**config.mk**
```make
export PLATFORM = sky130hd
export DESIGN_NAME = multicycle_controller_flat
export DESIGN_NICKNAME = d
export VERILOG_FILES = /design/src/rtl/multicycle_controller_if.sv /design/src/rtl/multicycle_controller.sv /design/src/flat_wrapper.sv
export SDC_FILE = /design/constraint.sdc
export NUM_CORES = 1
export LEC_CHECK = 0
export BUFFER_PORTS_ARGS = -buffer_cell sky130_fd_sc_hd__buf_2
export CORE_MARGIN = 1
export CORE_UTILIZATION = 25
export DETAILED_ROUTE_END_ITERATION = 10
export HOLD_SLACK_MARGIN = 0.05
export PLACE_DENSITY = 0.52
export SETUP_SLACK_MARGIN = 0.02
export SLEW_MARGIN = 20
export SYNTH_ARGS = -nofsm -noshare
export SYNTH_HDL_FRONTEND = slang
export SYNTH_SLANG_ARGS = --single-unit
```
**constraint.sdc**
```tcl
create_clock -name clk -period 1.87 [get_ports clk]
set_input_delay 0.187 -clock clk [delete_from_list [all_inputs] [get_ports clk]]
set_output_delay 0.187 -clock clk [all_outputs]
set_load 0.01 [all_outputs]
```
**src/rtl/multicycle_controller_if.sv**
```systemverilog
// Control bundle between the RV32I multicycle controller (master) and its datapath (slave).
// The instruction fields and the zero flag flow in; enables, mux selects, ALU code and debug state flow out.
interface multicycle_controller_if;
   logic [6:0] op;
   logic [2:0] funct3;
   logic       funct7b5;
   logic       zero;

   logic       PCWrite;
   logic       IRWrite;
   logic       MemWrite;
   logic       RegWrite;
   logic       AdrSrc;
   logic [1:0] ResultSrc;
   logic [1:0] ALUSrcA;
   logic [1:0] ALUSrcB;
   logic [1:0] ImmSrc;
   logic [2:0] ALUControl;
   logic [3:0] State;

   modport master (
      input  op, funct3, funct7b5, zero,
      output PCWrite, IRWrite, MemWrite, RegWrite, AdrSrc,
      output ResultSrc, ALUSrcA, ALUSrcB, ImmSrc, ALUControl, State
   );

   modport slave (
      output op, funct3, funct7b5, zero,
      input  PCWrite, IRWrite, MemWrite, RegWrite, AdrSrc,
      input  ResultSrc, ALUSrcA, ALUSrcB, ImmSrc, ALUControl, State
   );
endinterface

```
**src/rtl/multicycle_controller.sv**
```systemverilog
// Moore-FSM controller for an RV32I multicycle datapath (lw, sw, R/I ALU ops, jal, beq).
// Optional macro CTRL_BNE_EN adds bne (funct3=001, branch when zero=0) in the BEQ state.
module multicycle_controller (
   input  logic                   clk,
   input  logic                   reset,
   multicycle_controller_if.master bus
);

   localparam logic [6:0] OP_LOAD   = 7'b0000011;
   localparam logic [6:0] OP_STORE  = 7'b0100011;
   localparam logic [6:0] OP_RTYPE  = 7'b0110011;
   localparam logic [6:0] OP_ITYPE  = 7'b0010011;
   localparam logic [6:0] OP_JAL    = 7'b1101111;
   localparam logic [6:0] OP_BRANCH = 7'b1100011;

   typedef enum logic [3:0] {
      S_FETCH    = 4'd0,
      S_DECODE   = 4'd1,
      S_MEMADR   = 4'd2,
      S_MEMREAD  = 4'd3,
      S_MEMWB    = 4'd4,
      S_MEMWRITE = 4'd5,
      S_EXECR    = 4'd6,
      S_ALUWB    = 4'd7,
      S_EXECI    = 4'd8,
      S_JAL      = 4'd9,
      S_BEQ      = 4'd10
   } state_t;

   state_t     state_q;
   state_t     state_d;

   logic       pcupdate;
   logic       branch;
   logic       irwrite_s;
   logic       memwrite_s;
   logic       regwrite_s;
   logic       adrsrc_s;
   logic [1:0] resultsrc_s;
   logic [1:0] alusrca_s;
   logic [1:0] alusrcb_s;
   logic [1:0] aluop;
   logic       branch_cond;

   function automatic logic [1:0] imm_decode(input logic [6:0] opcode);
      case (opcode)
         OP_LOAD,
         OP_ITYPE:  imm_decode = 2'b00;
         OP_STORE:  imm_decode = 2'b01;
         OP_BRANCH: imm_decode = 2'b10;
         OP_JAL:    imm_decode = 2'b11;
         default:   imm_decode = 2'b00;
      endcase
   endfunction

   // Only R-type (op[5]=1) with funct7b5 turns funct3=000 into sub; addi never subtracts.
   function automatic logic [2:0] alu_decode(input logic [1:0] op_class,
                                             input logic [2:0] f3,
                                             input logic       op5,
                                             input logic       f7b5);
      case (op_class)
         2'b00: alu_decode = 3'b000;
         2'b01: alu_decode = 3'b001;
         2'b10: begin
            case (f3)
               3'b000:  alu_decode = (op5 & f7b5) ? 3'b001 : 3'b000;
               3'b010:  alu_decode = 3'b101;
               3'b110:  alu_decode = 3'b011;
               3'b111:  alu_decode = 3'b010;
               default: alu_decode = 3'b000;
            endcase
         end
         default: alu_decode = 3'b000;
      endcase
   endfunction

   function automatic logic branch_taken(input logic [2:0] f3, input logic z);
      case (f3)
         3'b000:  branch_taken = z;
`ifdef CTRL_BNE_EN
         3'b001:  branch_taken = ~z;
`endif
         default: branch_taken = 1'b0;
      endcase
   endfunction

   always_ff @(posedge clk) begin
      if (reset) state_q <= S_FETCH;
      else       state_q <= state_d;
   end

   // Unused encodings 11-15 fall into the default and recover through Fetch.
   always_comb begin
      state_d = S_FETCH;
      case (state_q)
         S_FETCH:  state_d = S_DECODE;
         S_DECODE: begin
            case (bus.op)
               OP_LOAD,
               OP_STORE:  state_d = S_MEMADR;
               OP_RTYPE:  state_d = S_EXECR;
               OP_ITYPE:  state_d = S_EXECI;
               OP_JAL:    state_d = S_JAL;
               OP_BRANCH: state_d = S_BEQ;
               default:   state_d = S_FETCH;
            endcase
         end
         S_MEMADR:   state_d = (bus.op == OP_LOAD) ? S_MEMREAD : S_MEMWRITE;
         S_MEMREAD:  state_d = S_MEMWB;
         S_EXECR,
         S_EXECI,
         S_JAL:      state_d = S_ALUWB;
         S_MEMWB,
         S_MEMWRITE,
         S_ALUWB,
         S_BEQ:      state_d = S_FETCH;
         default:    state_d = S_FETCH;
      endcase
   end

   always_comb begin
      pcupdate    = 1'b0;
      branch      = 1'b0;
      irwrite_s   = 1'b0;
      memwrite_s  = 1'b0;
      regwrite_s  = 1'b0;
      adrsrc_s    = 1'b0;
      resultsrc_s = 2'b00;
      alusrca_s   = 2'b00;
      alusrcb_s   = 2'b00;
      aluop       = 2'b00;
      case (state_q)
         S_FETCH: begin
            alusrcb_s   = 2'b10;
            resultsrc_s = 2'b10;
            irwrite_s   = 1'b1;
            pcupdate    = 1'b1;
         end
         S_DECODE: begin
            alusrca_s = 2'b01;
            alusrcb_s = 2'b01;
         end
         S_MEMADR: begin
            alusrca_s = 2'b10;
            alusrcb_s = 2'b01;
         end
         S_MEMREAD: adrsrc_s = 1'b1;
         S_MEMWB: begin
            resultsrc_s = 2'b01;
            regwrite_s  = 1'b1;
         end
         S_MEMWRITE: begin
            adrsrc_s   = 1'b1;
            memwrite_s = 1'b1;
         end
         S_EXECR: begin
            alusrca_s = 2'b10;
            aluop     = 2'b10;
         end
         S_EXECI: begin
            alusrca_s = 2'b10;
            alusrcb_s = 2'b01;
            aluop     = 2'b10;
         end
         S_ALUWB: regwrite_s = 1'b1;
         S_JAL: begin
            alusrca_s = 2'b01;
            alusrcb_s = 2'b10;
            pcupdate  = 1'b1;
         end
         S_BEQ: begin
            alusrca_s = 2'b10;
            aluop     = 2'b01;
            branch    = 1'b1;
         end
         default: ;
      endcase
   end

   assign branch_cond = branch_taken(bus.funct3, bus.zero);

   // Write enables are masked while reset is held; selects stay decoded so the datapath sees stable muxes.
   assign bus.PCWrite    = ~reset & (pcupdate | (branch & branch_cond));
   assign bus.IRWrite    = ~reset & irwrite_s;
   assign bus.MemWrite   = ~reset & memwrite_s;
   assign bus.RegWrite   = ~reset & regwrite_s;
   assign bus.AdrSrc     = adrsrc_s;
   assign bus.ResultSrc  = resultsrc_s;
   assign bus.ALUSrcA    = alusrca_s;
   assign bus.ALUSrcB    = alusrcb_s;
   assign bus.ImmSrc     = imm_decode(bus.op);
   assign bus.ALUControl = alu_decode(aluop, bus.funct3, bus.op[5], bus.funct7b5);
   assign bus.State      = state_q;

endmodule

```
**src/flat_wrapper.sv**
```systemverilog
// flat-port wrapper written by rule: the top's interface ports become plain ports
module multicycle_controller_flat 
  (clk, reset, bus_op, bus_funct3, bus_funct7b5, bus_zero, bus_PCWrite, bus_IRWrite, bus_MemWrite, bus_RegWrite, bus_AdrSrc, bus_ResultSrc, bus_ALUSrcA, bus_ALUSrcB, bus_ImmSrc, bus_ALUControl, bus_State);
  multicycle_controller_if bus_i ();
  input  logic clk;
  input  logic reset;
  input wire logic [$bits(bus_i.op)-1:0] bus_op;
  input wire logic [$bits(bus_i.funct3)-1:0] bus_funct3;
  input wire logic [$bits(bus_i.funct7b5)-1:0] bus_funct7b5;
  input wire logic [$bits(bus_i.zero)-1:0] bus_zero;
  output wire logic [$bits(bus_i.PCWrite)-1:0] bus_PCWrite;
  output wire logic [$bits(bus_i.IRWrite)-1:0] bus_IRWrite;
  output wire logic [$bits(bus_i.MemWrite)-1:0] bus_MemWrite;
  output wire logic [$bits(bus_i.RegWrite)-1:0] bus_RegWrite;
  output wire logic [$bits(bus_i.AdrSrc)-1:0] bus_AdrSrc;
  output wire logic [$bits(bus_i.ResultSrc)-1:0] bus_ResultSrc;
  output wire logic [$bits(bus_i.ALUSrcA)-1:0] bus_ALUSrcA;
  output wire logic [$bits(bus_i.ALUSrcB)-1:0] bus_ALUSrcB;
  output wire logic [$bits(bus_i.ImmSrc)-1:0] bus_ImmSrc;
  output wire logic [$bits(bus_i.ALUControl)-1:0] bus_ALUControl;
  output wire logic [$bits(bus_i.State)-1:0] bus_State;
  assign bus_i.op = bus_op;
  assign bus_i.funct3 = bus_funct3;
  assign bus_i.funct7b5 = bus_funct7b5;
  assign bus_i.zero = bus_zero;
  assign bus_PCWrite = bus_i.PCWrite;
  assign bus_IRWrite = bus_i.IRWrite;
  assign bus_MemWrite = bus_i.MemWrite;
  assign bus_RegWrite = bus_i.RegWrite;
  assign bus_AdrSrc = bus_i.AdrSrc;
  assign bus_ResultSrc = bus_i.ResultSrc;
  assign bus_ALUSrcA = bus_i.ALUSrcA;
  assign bus_ALUSrcB = bus_i.ALUSrcB;
  assign bus_ImmSrc = bus_i.ImmSrc;
  assign bus_ALUControl = bus_i.ALUControl;
  assign bus_State = bus_i.State;
  multicycle_controller u_core (.clk(clk), .reset(reset), .bus(bus_i));
endmodule
```
Word-level counts from Yosys, hierarchy flattened

Index checks and enable logic that the tools add are counted.
Widths: inputs -> output; s select.

Bits in registers: 4
Bits of input ports: 14
Output and inout port bits: 20
Logic and storage cells: 59

Eq/ne operators: 21
Multiplexer cells: 18
Bitwise gates (word level): 8
Reductions and logical operators: 11

Operators by type and width:

| kind               | number |
|---|---|
| $pmux 4 s5         | 2 |
| $eq 4x3->1 const B | 4 |
| $pmux 2 s2         | 4 |
| $eq 7x6->1 const B | 2 |
| $eq 7x7->1 const B | 2 |
| $eq 4x4->1 const B | 3 |
| $pmux 3 s4         | 1 |
| $reduce_or 2->1    | 6 |
| $eq 4x2->1 const B | 2 |
| $mux 1             | 8 |
| $eq 7x2->1 const B | 1 |
| $eq 7x5->1 const B | 1 |
| $and 1x1->1        | 6 |
| $eq 3x3->1 const B | 2 |
| $pmux 2 s3         | 1 |
| $pmux 3 s2         | 1 |
| $reduce_or 3->1    | 2 |
| $eq 4x1->1 const B | 1 |
| $logic_not 4->1    | 1 |
| $reduce_or 4->1    | 1 |
| $eq 3x2->1 const B | 1 |
| $logic_not 3->1    | 1 |
| $mux 3             | 1 |
| $eq 2x1->1 const B | 1 |
| 3 further kinds    | 3 |

Depth between registers and ports, before layout

Gate-level depths: netlist of run 1.

Word-level depth: 5
Gate-level depth with buffers: 8

Worst setup path after synthesis of run 1

Ideal clock, no wire load.

Kind: reg2out
Start point: register u_core.state_q[3], in the netlist u_core.bus.State[3]
End point: output bus_ALUControl[2]
Arrival: 1.678 ns
Data required time: 1.683 ns
Setup slack: 0.005 ns
Cell stages (with the launch flop): 7
Cell sequence: dfxtp_1 -> buf_4 -> inv_1 -> nor3_1 -> inv_1 -> ha_1 -> nor4_1

Cells in the longest elaborated chain, start to end: 5
Elaborated cells on any way between the ends: 8

Ends and longest elaborated chain:

| element                                         | RTL line                     | RTL |
|---|---|---|
| from (decl)                                     | multicycle_controller.sv:30  | `state_t state_q;` |
| from (signal assigned)                          | multicycle_controller.sv:89  | `else state_q <= state_d;` |
| $eq 4x3->1 / $eq 4x4->1 (equally long branches) | multicycle_controller.sv:132 | `case (state_q)` |
| $reduce_or 2->1 (no line)                       | -                            |  |
| $pmux 2 s2 (*)                                  | multicycle_controller.sv:132 |  |
| $eq 2x2->1 / $eq 2x1->1 (equally long branches) | multicycle_controller.sv:61  | `case (op_class)` |
| $pmux 3 s2 (*)                                  | multicycle_controller.sv:61  |  |
| to (decl)                                       | flat_wrapper.sv:20           | `output wire logic [$bits(bus_i.ALUControl)-1:0] bus_ALUControl;` |

Mark *: on every way between the ends. The rest lies on a longest branch, timed or not.

Worst setup path in the final report of run 1

Start point: register u_core.state_q[2], in the netlist u_core.bus.State[2]
End point: output bus_ALUControl[2]

Same word-level chain as after synthesis.

==> results.py, run 1 <==
metrics = {
    "pwr": {
        "power.internal_uw": 199,
        "power_frac_comb_pct": 33.1,
        "p_leak_nw": 0.409,
        "power_density_nw_per_um2": 331,
        "switchingPower_uw": 89.8,
        "swShare_pct": 31.1,
        "ir_drop_uv": 167,
        "clkPwrFrac_pct": 36.6,
        "pwr-share-seq_pct": 30.2,
    },
    "yosys": {
        "synth_seq_cells": 4,
        "synth-edff-count": 0,
        "yosysTopAreaCell": "dfxtp_1",
        "synthSimpleGateAreaFrac_pct": 40.3,
        "syn_avg_cell_area_um2": 7.16,
        "synth_top_family_by_area": "simple AND/OR/NAND/NOR gates",
        "synthTopCellsByArea": "dfxtp_1 (15%), xor2_1 (6.5%), nor3_1 (5.6%), nand4bb_4 (5.1%), inv_1 (4.9%)",
        "synthAdderAreaFrac_pct": 6.76,
        "yosysWarnings": 0,
        "netlist_instances": 75,
        "synth_xor_area_share_pct": 6.53,
        "ys_top_cells_by_count": "inv_1 (7), nand2_1 (6), nor2_1 (6), nor3_1 (6)",
        "syn_nets": 91,
        "netlist_area_um2": 537,
        "synth_compound_area_share_pct": 21.0,
        "synth_ff_type": "dfxtp_1",
        "synth-seq-area-share_pct": 14.9,
        "yosys.area.top_type_share_pct": 14.9,
        "muxShareOfSynthArea_pct": 0,
        "yosysMostFrequentCell": "inv_1",
        "yosys.cell_types.count": 32,
        "async_reset_ff_share_pct": 0,
    },
    "cells_and_area": {
        "area_delta_synth_final_pct": 62.7,
        "n_antenna_cell": 0,
        "drive_above_1_share_pct": 57.0,
        "nFillCells": 204,
        "largest_reg_flops": 4,
        "nets": 132,
    },
    "detailed_routing": {
        "viasPerCell": 4.86,
        "dr.pass1.iters": 4,
        "drc": 0,
        "wl_um": 1630,
        "vias": 685,
        "detail-route-antenna-nets": 0,
        "drt_iter0_drc": 11,
        "wl_per_cell_um": 11.6,
    },
    "worst_setup_path": {
        "cp_slowest_stage_delay_ns": 0.38,
        "cp-start-kind": "flip-flop",
        "cp.arrival_ns": 1.58,
        "end_kind": "primary output",
        "path_cells": "nor2_2, nand2_2, a21oi_4, ha_4, nand2_2, nor4_2, buf_2",
        "cp.required_ns": 1.68,
        "worstPathMaxFanout": 9,
        "critical_path.most_common_cell": "nand2_2",
        "critPathBufInv": 1,
        "cp_slowest_cell": "dfxtp_4",
        "cp_top_family": "simple AND/OR/NAND/NOR gates",
        "path_class": "reg2out",
    },
    "sta": {
        "hold_viol_final": 0,
        "setup_viol": 0,
        "tns_ns": 0,
        "final-max-slew-violation-count": 0,
        "fin_crit_sh_pct": 94.7,
        "tightest_slew_ns": 0.317,
        "post-route-min-period_ns": 1.77,
        "slew_headroom_pct": 78.6,
        "fin_skew_ns": 0.00843,
        "whs_ns": 0.244,
        "rsz0062_at_grt": "false",
        "fmax_ghz": 0.565,
    },
    "hold_path": {
        "hold_class": "in2reg",
    },
    "floorplanning": {
        "start_util_pct": 27.1,
        "die_h_um": 48.3,
        "dieArea_um2": 2340,
        "fp.dieW_um": 48.3,
        "num_rows": 16,
        "core_um2": 1980,
        "io_pins": 34,
    },
    "global_route": {
        "overflow": 0,
        "first_global_vias": 555,
        "grt_first_pass_wirelength_um": 2430,
        "grt_antenna_before_repair": 0,
        "grtUsageTotal_pct": 13.2,
        "grt_max_degree": 14,
    },
    "clock_network": {
        "clk_pin_slew_ns": 0.04,
        "worstSkewPairLatency_ns": 0.24,
        "cts.sinks": 4,
        "cts_tree": "built",
        "h-tree-depth": 1,
        "cts-buffers-inserted": 3,
        "root_buffer": "clkbuf_4",
        "cts_hold_buf": 0,
        "cts.path.max_buffers": 2,
    },
    "status": {
        "outcome": "finished clean",
    },
    "placement": {
        "dp_hpwl_um": 1240,
        "io_buffers": 33,
        "place_congestion": 0.725,
    },
    "flow_run": {
        "maxCapViolCount": 0,
    },
}
[metrics by stage]
stage,area [µm²],instances,power [mW],util [%],setup slack (ns)
after global routing,873,141,0.311,44.1,0.0192
final,873,141,0.289,44.1,0.0992
after CTS,807,139,0.295,40.7,0.0276
after global placement,753,135,0.182,38.0,0.194
after detailed placement,753,135,0.183,38.0,0.142
after floorplan,543,75,0.139,-,0.0986
[logic make-up (layout without fill, tap and decap cells)]
logic type	count (synthesis)	after routing
fa+ha+maj	3	3
flops	4	4
simple gates	35	35
xor+xnor	4	4
compound gates	16	16
buf+inv	13	52
[power by group through the flow]
stage | Clock, mW | Sequential, mW | Combinational [mW]
6_report | 0.106 | 0.0875 | 0.0958
3_5_place_dp | 0 | 0.0909 | 0.0922
2_1_floorplan | 0 | 0.0925 | 0.0470
4_1_cts | 0.111 | 0.0899 | 0.0940
5_1_grt | 0.119 | 0.0876 | 0.104
3_3_place_gp | 0 | 0.0909 | 0.0911
[cells in the final DEF, fill, tap and decap left out, drive strengths merged, types with 2 or more instances in the layout]
master / count
a21oi: 4
buf: 41
nor3: 7
ha: 2
dfxtp: 4
nor4b: 3
a31oi: 2
a211oi: 2
nand2: 6
nand3: 3
nor2: 6
nor4: 4
xor2: 4
o21ai: 2
clkbuf: 3
nand2b: 2
inv: 8
[what timing repair did]
| item | 4_1_cts | 5_1_grt |
|---|---|---|
| gates resized for setup | 8 | 12 |
| endpoints found under the setup margin | 2 | 2 |
| pin swaps | 1 | 3 |
| buffers inserted | 1 | 2 |
| gates cloned | 0 | 0 |
[routing by layer]
layer  global-route usage, %  wire length (µm)  vias up
met5                       0                 0        -
met4                    5.88                13        0
met3                    2.83                64        2
met2                    21.6               792       22
met1                    16.6               759      307
li1                        -                 -      354
[worst paths after layout]
kind / to / slack (ns) / startpoint / depth (start not counted)
max: bus_ALUControl[2] / 0.1 / u_core.bus.State[2] / 7
max reg2reg: u_core.bus.State[1] / 0.55 / u_core.bus.State[3] / 5
min: u_core.bus.State[3] / 0.24 / reset / 2
min reg2reg: u_core.bus.State[0] / 0.62 / u_core.bus.State[3] / 2
[worst reg2reg max path, cell delays in order (launching register included)]
cell and delay [ns]:
dfxtp_2 0.34, buf_4 0.16, nand2b_1 0.19, or2_2 0.31, o311ai_1 0.09, o21ba_1 0.16
[final cells by class]
cell class                      count  area [µm²]  area share [%]
Timing Repair Buffer               41         229            26.2
Tap cell                           27        33.8            3.87
Clock buffer                        3        22.5            2.58
Inverter                            8        30.0            3.44
Multi-Input combinational cell     58         469            53.7
Sequential cell                     4        88.8            10.2
Power figures use the tool's default switching activity.
==> run 2, diff against run 1 <==
BUFFER_PORTS_ARGS = default   (was -buffer_cell sky130_fd_sc_hd__buf_2)
CELL_PAD_IN_SITES_DETAIL_PLACEMENT = 1   (was default)
CELL_PAD_IN_SITES_GLOBAL_PLACEMENT = 1   (was default)
DONT_BUFFER_PORTS = 1   (was default)
==> run 2 against run 1 <==
  * Sequential share of layout area increased by 2.1 points
  * Die area unchanged
  * Cell count is 22% lower
  * Combinational power is 32% lower
  * Clock skew is 0.0069 ns lower
  * Clock power up 4%
  * Non-clock buffer count is 31 lower
  * Via count fell by 15%
  * Core utilization decreased by 8.0 points
  * Sequential cell count stayed put
  * Critical path depth decreased by 2
  * Largest power group unchanged
  * Highest routed layer unchanged
==> results.py, run 2 (synthesized netlist as in run 1, its figures left out) <==
metrics = {
    "detailed_routing": {
        "vias": 584,
        "drt_iter0_drc": 6,
        "dr.pass1.iters": 4,
        "wl_per_cell_um": 15.6,
        "detail-route-antenna-nets": 0,
        "wl_um": 1720,
        "viasPerCell": 5.31,
        "drc": 0,
    },
    "pwr": {
        "power_density_nw_per_um2": 367,
        "swShare_pct": 28.7,
        "ir_drop_uv": 176,
        "pwr-share-seq_pct": 33.2,
        "switchingPower_uw": 75.3,
        "power_frac_comb_pct": 24.9,
        "power.internal_uw": 187,
        "clkPwrFrac_pct": 41.8,
        "p_leak_nw": 0.266,
    },
    "sta": {
        "final-max-slew-violation-count": 0,
        "setup_viol": 0,
        "fin_skew_ns": 0.00154,
        "fmax_ghz": 0.565,
        "fin_crit_sh_pct": 94.6,
        "tns_ns": 0,
        "layout_setup_ws_ns": 0.101,
        "rsz0062_at_grt": "false",
        "hold_viol_final": 0,
        "tightest_slew_ns": 0.581,
        "post-route-min-period_ns": 1.77,
        "slew_headroom_pct": 60.8,
    },
    "worst_setup_path": {
        "end_kind": "primary output",
        "path_class": "reg2out",
        "cp_top_family": "simple AND/OR/NAND/NOR gates",
        "cp_slowest_cell": "dfxtp_1",
        "worstPathMaxFanout": 4,
        "path_cells": "inv_2, nand3_1, a21oi_4, ha_4, nor4_4",
        "cp.required_ns": 1.68,
        "cp_slowest_stage_delay_ns": 0.33,
        "worst_r2r_endpoint": "u_core.bus.State[1]",
        "worst_r2r_startpoint": "u_core.bus.State[3]",
        "cp.arrival_ns": 1.58,
        "reg2reg_slack_ns": 0.53,
        "critPathBufInv": 1,
        "reg2reg_depth": 5,
        "cp-start-kind": "flip-flop",
    },
    "hold_path": {
        "min_from": "reset",
        "hold_end": "u_core.bus.State[0]",
        "hold_class": "in2reg",
        "hold_path_depth": 3,
    },
    "floorplanning": {
        "io_pins": 34,
        "core_um2": 1980,
        "num_rows": 16,
        "fp.dieW_um": 48.3,
        "start_util_pct": 27.1,
        "die_h_um": 48.3,
        "dieArea_um2": 2340,
    },
    "placement": {
        "dp.cells": 106,
        "preCtsSetupSlack_ns": 0.187,
        "dp_hpwl_um": 1300,
        "dpl-instance-area_um2": 618,
        "io_buffers": 0,
        "place_congestion": 0.780,
    },
    "cells_and_area": {
        "most-common-layout-cells": "buf_4 (9), inv_1 (6), nor3_1 (5), nand2_1 (5), nor2_1 (5)",
        "ff_latch_area_um2": 87.6,
        "nets": 101,
        "nFillCells": 246,
        "area_delta_synth_final_pct": 33.1,
        "drive_above_1_share_pct": 34.9,
        "layout_commonest_cell": "buf_4",
        "fin_area_um2": 714,
        "n_antenna_cell": 0,
        "multi_input_area_um2": 463,
        "largest_reg_flops": 4,
        "final_util_pct": 36.0,
        "final_cell_count_no_fill": 110,
    },
    "global_route": {
        "grt_antenna_before_repair": 0,
        "grt_max_degree": 14,
        "overflow": 0,
        "grt_first_pass_wirelength_um": 2870,
        "grtUsageTotal_pct": 15.6,
        "first_global_vias": 634,
    },
    "clock_network": {
        "h-tree-depth": 1,
        "worstSkewPairLatency_ns": 0.24,
        "cts_tree": "built",
        "cts.sinks": 4,
        "cts.path.max_buffers": 2,
        "cts-buffers-inserted": 3,
        "root_buffer": "clkbuf_4",
        "clk_pin_slew_ns": 0.04,
    },
    "status": {
        "outcome": "finished clean",
    },
    "flow_run": {
        "maxCapViolCount": 0,
    },
}
==> run 2: cell types whose count changed in the layout (fill, tap and decap cells not counted), sizes merged <==
cell         before  now
dlygate4sd3       0    1
buf              41    9
==> run 2: final cells by class <==
type / count / share of cell area [%]
clock buffers: 3 / 3.15
inverters: 8 / 4.20
multi-input cells: 58 / 64.8
flip-flops and latches: 4 / 12.3
well taps: 27 / 4.73
repair buffers: 10 / 10.9
==> run 2: timing repair <==
action                                  CTS  global route
endpoints found under the setup margin    1             2
hold buffers                              1             0
pin swaps                                 0             3
gates resized for setup                   4            10
buffers inserted                          0             0
endpoints found under the hold margin     1             0
==> run 2: how the worst max path moves through the flow <==
stage	to	from	depth (start not counted)	slack, ns
after floorplan	bus_ALUControl[2]	u_core.bus.State[3]	6	0.1
after CTS	bus_ALUControl[2]	u_core.bus.State[1]	5	0.05
final	bus_ALUControl[2]	u_core.bus.State[3]	5	0.10
after global placement	bus_ALUControl[2]	u_core.bus.State[2]	5	0.14
after detailed placement	bus_ALUControl[2]	u_core.bus.State[2]	5	0.19
after global routing	bus_ALUControl[2]	u_core.bus.State[3]	5	0.01
==> run 2: power by group through the flow <==
stage / Sequential [mW] / Combinational, mW / Clock (mW)
3_5_place_dp: 0.0906 / 0.0614 / 0
5_1_grt: 0.0874 / 0.0736 / 0.115
6_report: 0.0872 / 0.0654 / 0.110
3_3_place_gp: 0.0905 / 0.0609 / 0
4_1_cts: 0.0893 / 0.0642 / 0.114
2_1_floorplan: 0.0925 / 0.0470 / 0
==> run 2: worst reg2reg max path, delay by kind of cell (launching register included) <==
family                 cells  cell delay (ns)
AND/OR/NAND/NOR            2             0.50
flip-flops                 1             0.33
AO/OA/AOI/OAI              2             0.26
buffers and inverters      1             0.19
==> run 2: per-stage QoR <==
step / hold slack [ns] / total power [mW]
floorplan: 0.266 / 0.139
global placement: 0.269 / 0.151
detailed placement: 0.272 / 0.152
CTS: 0.123 / 0.268
global route: 0.142 / 0.276
finish: 0.120 / 0.262
==> run 2: per-layer routing <==
metal  vias up  track usage [%]  part of all wire, %
met5         -                0                    0
met4         0             7.35                  1.2
met3         2             3.77                  5.1
met2        21             27.0                   48
met1       273             18.0                   45
li1        288                -                    -
==> run 3, diff against run 2 <==
ABC_CLOCK_PERIOD_IN_PS = 1870   (was default)
PLACE_DENSITY = default   (was 0.52)
PLACE_DENSITY_LB_ADDON = 0.1   (was default)
==> run 3 against run 2 <==
  * Maximum frequency hardly changed
  * Highest routed layer unchanged
  * Sequential cell count stayed put
  * Largest power group unchanged
  * First-iteration DRC count is 50% higher
  * Critical endpoint unchanged
==> results.py, run 3 (synthesized netlist as in run 1, its figures left out) <==
metrics = {
    "pwr": {
        "power_frac_comb_pct": 25.2,
        "pwr-share-seq_pct": 33.5,
        "power_uw": 263,
        "clkPwrFrac_pct": 41.2,
        "switchingPower_uw": 73.6,
        "power_density_nw_per_um2": 364,
        "power.internal_uw": 189,
        "p_leak_nw": 0.281,
        "ir_drop_uv": 168,
        "swShare_pct": 28.0,
    },
    "global_route": {
        "grt_max_degree": 14,
        "overflow": 0,
        "grt_first_pass_wirelength_um": 2680,
        "grtUsageTotal_pct": 14.5,
        "first_global_vias": 595,
        "grt_antenna_before_repair": 0,
    },
    "sta": {
        "fmax_ghz": 0.566,
        "tightest_slew_ns": 0.563,
        "hold_viol_final": 0,
        "post-route-min-period_ns": 1.77,
        "slew_headroom_pct": 62.0,
        "fin_skew_ns": 0.00352,
        "fin_crit_sh_pct": 94.5,
        "final-max-slew-violation-count": 0,
        "tns_ns": 0,
        "rsz0062_at_grt": "false",
        "setup_viol": 0,
    },
    "floorplanning": {
        "core_um2": 1980,
        "die_h_um": 48.3,
        "dieArea_um2": 2340,
        "io_pins": 34,
        "num_rows": 16,
        "start_util_pct": 27.1,
        "fp.dieW_um": 48.3,
    },
    "placement": {
        "place_congestion": 0.699,
        "dp_hpwl_um": 1330,
        "io_buffers": 0,
        "dp.cells": 107,
    },
    "worst_setup_path": {
        "cp.required_ns": 1.68,
        "end_kind": "primary output",
        "cp_slowest_stage_delay_ns": 0.37,
        "reg2reg_slack_ns": 0.52,
        "reg2reg_depth": 5,
        "worstPathMaxFanout": 5,
        "cp-start-kind": "flip-flop",
        "worst_r2r_endpoint": "u_core.bus.State[1]",
        "cp.arrival_ns": 1.58,
        "cp_slowest_cell": "dfxtp_4",
        "worst_r2r_startpoint": "u_core.bus.State[3]",
        "path_class": "reg2out",
        "path_cells": "buf_6, nand3_1, a21oi_2, ha_4, nor4_4",
    },
    "status": {
        "outcome": "finished clean",
    },
    "detailed_routing": {
        "vias": 590,
        "wl_um": 1680,
        "wl_per_cell_um": 14.9,
        "viasPerCell": 5.22,
        "detail-route-antenna-nets": 0,
        "drt_iter0_drc": 9,
        "dr.pass1.iters": 3,
        "drc": 0,
    },
    "hold_path": {
        "hold_class": "in2reg",
        "min_from": "reset",
        "hold_path_depth": 3,
        "hold_end": "u_core.bus.State[0]",
    },
    "clock_network": {
        "cts.path.max_buffers": 2,
        "root_buffer": "clkbuf_4",
        "cts-buffers-inserted": 3,
        "worstSkewPairLatency_ns": 0.24,
        "cts_tree": "built",
        "h-tree-depth": 1,
        "clk_pin_slew_ns": 0.04,
        "cts.sinks": 4,
    },
    "cells_and_area": {
        "final_util_pct": 36.4,
        "final_cell_count_no_fill": 113,
        "drive_above_1_share_pct": 34.9,
        "nets": 104,
        "layout_commonest_cell": "buf_4",
        "n_antenna_cell": 0,
        "most-common-layout-cells": "buf_4 (11), inv_1 (7), nand2_1 (6)",
        "largest_reg_flops": 4,
        "area_delta_synth_final_pct": 34.5,
    },
    "flow_run": {
        "maxCapViolCount": 0,
    },
}
-- run 3: worst max path at each step --
stage	to	slack [ns]	from	depth (start not counted)
after floorplan	bus_ALUControl[2]	0.1	u_core.bus.State[3]	6
after global placement	bus_ALUControl[2]	0.24	u_core.bus.State[2]	5
after detailed placement	bus_ALUControl[2]	0.22	u_core.bus.State[1]	5
after CTS	bus_ALUControl[2]	0.03	u_core.bus.State[2]	5
after global routing	bus_ALUControl[2]	0.003	u_core.bus.State[1]	5
final	bus_ALUControl[2]	0.10	u_core.bus.State[1]	5
-- run 3: stage by stage --
step / worst slack [ns] / instance area, µm² / hold WS, ns
global route: 0.00341 / 722 / 0.144
finish: 0.102 / 722 / 0.125
global placement: 0.244 / 626 / 0.282
CTS: 0.0347 / 672 / 0.133
floorplan: 0.0986 / 543 / 0.266
detailed placement: 0.218 / 626 / 0.284
-- run 3: final cells by class --
cell class              instances  area [µm²]
inverters                       8        30.0
clock buffers                   3        22.5
well taps                      27        33.8
flip-flops and latches          4        85.1
fillers                       240        1260
repair buffers                 13         104
multi-input cells              58         447
-- run 3: power groups by stage --
stage	Sequential, mW	Clock, mW	Combinational (mW)
final	0.0880	0.108	0.0662
after detailed placement	0.0904	0	0.0623
after global routing	0.0881	0.115	0.0726
after global placement	0.0903	0	0.0618
after CTS	0.0890	0.110	0.0646
after floorplan	0.0925	0	0.0470
-- run 3: critical path: cells and delay by family, from the launching register on --
| family | cells | cell delay (ns) |
|---|---|---|
| AOI/OAI and AO/OA | 1 | 0.22 |
| buffers and inverters | 1 | 0.12 |
| DFF | 1 | 0.37 |
| and+or+nand+nor | 2 | 0.41 |
| adders and majority gates | 1 | 0.24 |
-- run 3: what timing repair did --
item                                    CTS  global route
endpoints found under the setup margin    1             3
gates cloned                              0             0
gates resized for setup                   2             8
hold buffers                              1             0
pin swaps                                 0             3
hold endpoints to repair                  1             0
buffers inserted                          0             2
-- run 3: metal layers --
metal  wire [µm]  GRT usage, %
met1         800          18.5
met2         776          25.6
met3          84          1.26
met4          18          4.41
met5           0             0
